<file path="src/rtl/mac_pkg.sv">
// rtl/mac_pkg.sv - shared state type, default widths and sizing helper for the MAC accumulate stage
// Contents:
//   state_t      ACC (collecting products) / HOLD (result presented)
//   *_DEF        default PROD_W / ACC_W / NTERMS
//   CNT_W        width of the per-group product count
//   min_acc_w()  smallest ACC_W that can never overflow for a given group size
package mac_pkg;

    typedef enum logic {
        ACC  = 1'b0,
        HOLD = 1'b1
    } state_t;

    localparam int PROD_W_DEF = 8;
    localparam int ACC_W_DEF  = 10;
    localparam int NTERMS_DEF = 4;
    localparam int CNT_W      = 8;

    // nterms * (2^prod_w - 1) < 2^(prod_w + clog2(nterms))
    function automatic int min_acc_w(input int prod_w, input int nterms);
        return prod_w + $clog2(nterms);
    endfunction

endpackage

</file>
<file path="src/rtl/mac_acc_add.sv">
// rtl/mac_acc_add.sv - combinational accumulator adder with carry-out and optional saturation
// Macro: MAC_ACCUM_SAT_EN (defined: clamp to all-ones on carry; undefined: wrap)
// Ports:
//   acc    in  ACC_W   running accumulator
//   term   in  PROD_W  unsigned product, zero-extended before the add
//   sum    out ACC_W   wrapped or saturated result
//   carry  out 1       carry out of bit ACC_W-1
module mac_acc_add #(
    parameter int ACC_W  = 10,
    parameter int PROD_W = 8
) (
    input  logic [ACC_W-1:0]  acc,
    input  logic [PROD_W-1:0] term,
    output logic [ACC_W-1:0]  sum,
    output logic              carry
);

    logic [ACC_W:0] full;

    always_comb begin
        full  = {1'b0, acc} + {{(ACC_W + 1 - PROD_W){1'b0}}, term};
        carry = full[ACC_W];
`ifdef MAC_ACCUM_SAT_EN
        // Once clamped, any nonzero term carries again, so the value sticks at max.
        sum   = carry ? {ACC_W{1'b1}} : full[ACC_W-1:0];
`else
        sum   = full[ACC_W-1:0];
`endif
    end

endmodule

</file>
<file path="src/rtl/mac_accum_stage.sv">
// rtl/mac_accum_stage.sv - sums groups of NTERMS products and presents each sum over valid/ready
// Macro: MAC_ACCUM_SAT_EN (saturating accumulator; default build wraps)
// Ports:
//   clk, rst_n               clock, synchronous active-low reset
//   prod_valid/data/ready    product input handshake
//   flush                    close a non-empty group early (ignored while a result is held)
//   sum_valid/data/count/ovf result output, held stable until sum_ready
//   sum_ready                downstream accepts result
module mac_accum_stage
    import mac_pkg::*;
#(
    parameter int PROD_W = PROD_W_DEF,
    parameter int NTERMS = NTERMS_DEF,
    parameter int ACC_W  = ACC_W_DEF
) (
    input  logic              clk,
    input  logic              rst_n,
    input  logic              prod_valid,
    input  logic [PROD_W-1:0] prod_data,
    output logic              prod_ready,
    input  logic              flush,
    output logic              sum_valid,
    output logic [ACC_W-1:0]  sum_data,
    output logic [CNT_W-1:0]  sum_count,
    output logic              sum_ovf,
    input  logic              sum_ready
);

    state_t           state;
    logic [ACC_W-1:0] acc;
    logic [CNT_W-1:0] cnt;
    logic             ovf;

    logic [ACC_W-1:0] add_sum;
    logic             add_carry;
    logic             hs;
    logic             flush_eff;
    logic             last_term;
    logic             close;
    logic [ACC_W-1:0] res_data;
    logic [CNT_W-1:0] res_count;
    logic             res_ovf;

    mac_acc_add #(
        .ACC_W (ACC_W),
        .PROD_W(PROD_W)
    ) u_add (
        .acc  (acc),
        .term (prod_data),
        .sum  (add_sum),
        .carry(add_carry)
    );

    // acc/cnt/ovf are already zero in HOLD, so a product taken in the cycle
    // the result is consumed simply starts the next group from zero.
    assign prod_ready = (state == ACC) || sum_ready;
    assign sum_valid  = (state == HOLD);

    always_comb begin
        hs        = prod_valid && prod_ready;
        flush_eff = flush && (state == ACC);
        last_term = (cnt == CNT_W'(NTERMS - 1));
        close     = (hs && (last_term || flush_eff)) ||
                    (!hs && flush_eff && (cnt != '0));
        res_data  = hs ? add_sum : acc;
        res_count = hs ? cnt + CNT_W'(1) : cnt;
        res_ovf   = ovf || (hs && add_carry);
    end

    always_ff @(posedge clk) begin
        if (!rst_n) begin
            state     <= ACC;
            acc       <= '0;
            cnt       <= '0;
            ovf       <= 1'b0;
            sum_data  <= '0;
            sum_count <= '0;
            sum_ovf   <= 1'b0;
        end else if (close) begin
            state     <= HOLD;
            sum_data  <= res_data;
            sum_count <= res_count;
            sum_ovf   <= res_ovf;
            acc       <= '0;
            cnt       <= '0;
            ovf       <= 1'b0;
        end else begin
            if (hs) begin
                acc <= add_sum;
                cnt <= res_count;
                ovf <= res_ovf;
            end
            if ((state == HOLD) && sum_ready) begin
                state <= ACC;
            end
        end
    end

endmodule

</file>
<file path="config.mk">
export PLATFORM = sky130hd
export DESIGN_NAME = mac_accum_stage
export DESIGN_NICKNAME = d
export VERILOG_FILES = /design/src/rtl/mac_pkg.sv /design/src/rtl/mac_acc_add.sv /design/src/rtl/mac_accum_stage.sv
export SDC_FILE = /design/constraint.sdc
export NUM_CORES = 1
export LEC_CHECK = 0
export ABC_AREA = 1
export CAP_MARGIN = 20
export CELL_PAD_IN_SITES_DETAIL_PLACEMENT = 1
export CELL_PAD_IN_SITES_GLOBAL_PLACEMENT = 2
export CORE_MARGIN = 3
export CORE_UTILIZATION = 33
export CTS_BUF_LIST = sky130_fd_sc_hd__clkbuf_8
export CTS_CLUSTER_SIZE = 40
export DETAILED_ROUTE_END_ITERATION = 8
export PLACE_DENSITY_LB_ADDON = 0.1
export RECOVER_POWER = 100
export SYNTH_ARGS = -nofsm -noshare
export SYNTH_HDL_FRONTEND = slang
export SYNTH_SLANG_ARGS = --single-unit
</file>
<file path="constraint.sdc">
create_clock -name clk -period 2.66 [get_ports clk]
set_input_delay 0.532 -clock clk [delete_from_list [all_inputs] [get_ports clk]]
set_output_delay 0.532 -clock clk [all_outputs]
set_load 0.02 [all_outputs]
</file>
==> qor.yml <==
status: "completed"
fin_util: 0.436
grt_max_degree: 21
min_period_ns: 2.30
dp_cells: 388
p_total_mw: 1.38
wl_per_cell_um: 12.6
comb_power_share: 0.237
drt_iter0_drc: 55
nets: 347
pwr-share-clk: 0.296
grt.total_usage: 0.154
hold_path.startpoint: "sum_count[4]"
cts_tree: "done"
io_pins: 34
area_delta_synth_final_pct: 23.4
r2r_cells: 8
portBuffers: 33
max_cap_viol_count: 0
drive_above_1_share: 0.0679
holdPathStages: 2
chipHeight_um: 84.2
arrival_ns: 2.50
drtPass1Iterations: 4
synth_cell_type_count: 28
avgViaCountPerCell: 4.62
dp_hpwl_um: 3730
wirelength_um: 4990
rsz0062_at_grt: "false"
gp_routability_congestion: 0.759
r2r-start: "cnt[0]"
worst_pin_slew_ns: 0.699
finalHoldViolations: 0
drc: 0
h-tree-depth: 2
worst_slack_ns: 0.358
hold_path_class: "reg -> reg"
timing.setup.tns_ns: 0
hold_buffers: 0
netlist_area_um2: 2020
die_area_um2: 7090
p_leak_nw: 1.24
setup_viol: 0
cp_max_fo: 4
numClockSinks: 39
ys_seq_area_frac: 0.387
diodes: 0
ir_drop_uv: 238
slew_headroom: 0.534
ys_ff_latch: 39
ant_nets: 0
clk_pin_slew_ns: 0.08
antenna_found_initial: 0
critical_path.startpoint_type: "input port"
postSynthCellCount: 286
dpl_cell_area_um2: 2410
final_cells: 396
maxSlewViolCount: 0
switching_share: 0.327
initial_utilization: 0.353
grt_first_pass_wirelength_um: 8780
core-area_um2: 5710
synth.avg_cell_area_um2: 7.05
reg2reg_to: "sum_data[6]"
cts_buffers: 5
ctsResizeCount: 0
post-place-ws_ns: 0.158
hold_end: "sum_count[4]"
endpoint_kind: "flip-flop"
period_share: 0.865
fmax_mhz: 434
reg2reg_slack_ns: 0.57
die_w_um: 84.2
power_density_nw_per_um2: 554
num_vias: 1830
fin_skew_ns: 0.00492
intPower_mw: 0.928
synth_warnings: 0
crit_type: "in -> reg"
seqPwrFrac: 0.467
clk_latency_ns: 0.30
cts_setup_buffers: 0
cts_buffer_depth: 2
final_cell_area_um2: 2490
grt_pass1_vias: 1912
required_ns: 2.86
fin_hold_ws_ns: 0.453
root_buffer: "clkbuf_8"
overflow: 0
num_rows: 27
synth_fp_nets: 310
switchingPower_mw: 0.450
## flip-flops by register name, summed over array words and instances, names as in the netlist
signal / count
sum_valid: 1
sum_data: 10
cnt: 8
sum_ovf: 1
sum_count: 8
ovf: 1
acc: 10
## cell usage after synthesis (all sizes together)
cell type / instances / area [um2]
nand2: 99 / 374
dfxtp: 39 / 781
inv: 35 / 131
nor2: 24 / 92.6
nand3: 22 / 133
o21ai: 19 / 110
a21oi: 12 / 60.1
ha: 10 / 125
buf: 7 / 56.3
nand3b: 5 / 37.5
xor2: 4 / 35.0
or2: 3 / 18.8
a21boi: 2 / 15.0
and2: 2 / 12.5
fa: 1 / 20.0
mux2i: 1 / 10.0
nor3: 1 / 5.00
## routing by layer
layer	vias to the layer above	global-route usage	wire length, um
met5	-	0	0
met4	0	0.0482	73
met3	7	0.0353	161
met2	26	0.258	2310
met1	825	0.195	2440
li1	972	-	-
## power groups by stage
stage,registers [mW],clock network [mW],logic (mW)
2_1_floorplan,0.679,0,0.208
3_3_place_gp,0.657,0,0.345
3_5_place_dp,0.659,0,0.347
4_1_cts,0.646,0.423,0.350
5_1_grt,0.650,0.447,0.378
6_report,0.644,0.408,0.327
## worst max path at each step
stage / from / endpoint / slack, ns / cells past startpoint
global placement: prod_data[0] / sum_ovf / 0.21 / 11
floorplan: prod_data[0] / sum_data[8] / 0.80 / 10
CTS: sum_ready / prod_ready / 0.43 / 4
detailed placement: prod_data[0] / sum_data[8] / 0.16 / 11
global route: prod_data[0] / sum_data[8] / 0.19 / 11
finish: prod_data[0] / sum_data[8] / 0.36 / 11
## worst max-delay path: stages
cell           delay, ns
dlygate4sd3_1       0.54
ha_1                0.24
fa_1                0.41
nand2_1             0.11
nand3_1             0.14
nand3_1             0.11
nand3_1             0.12
nand3b_1            0.13
nand2_1             0.06
nand2_1             0.05
nand2_1             0.04
## cell families (layout without fill, tap and decap cells)
family                   after synthesis  after routing  share of synthesized area
adder cells (fa/ha/maj)               11             11                     0.0720
XOR/XNOR                               4              4                     0.0174
AND/OR/NAND/NOR                      156            156                      0.334
AO/OA/AOI/OAI                         33             33                     0.0918
multiplexers                           1              1                    0.00496
flip-flops                            39             39                      0.387
buffers and inverters                 42             80                     0.0931
## cell type report
cell class	instances	area, um2
Clock buffer	5	68.8
Clock inverter	3	16.3
Fill cell	729	3220
Inverter	35	131
Multi-Input combinational cell	205	1040
Sequential cell	39	781
Tap cell	72	90.1
Timing Repair Buffer	37	358
## placed cells by master (no fill, tap or decap), types with 2 or more instances in the layout
cell / synthesis / routed
dfxtp_1: 39 / 39
dlygate4sd3_1: 0 / 23
or2_2: 3 / 3
buf_4: 1 / 3
inv_1: 32 / 34
nand3_2: 2 / 2
xor2_1: 4 / 4
ha_1: 10 / 10
a21oi_1: 12 / 12
nand2_1: 98 / 98
clkdlybuf4s50_1: 0 / 10
nand3_1: 19 / 19
nor2_1: 23 / 23
nand3b_1: 5 / 5
clkbuf_8: 0 / 5
o21ai_0: 11 / 18
inv_2: 3 / 2
(Power assumes the default switching activity.)
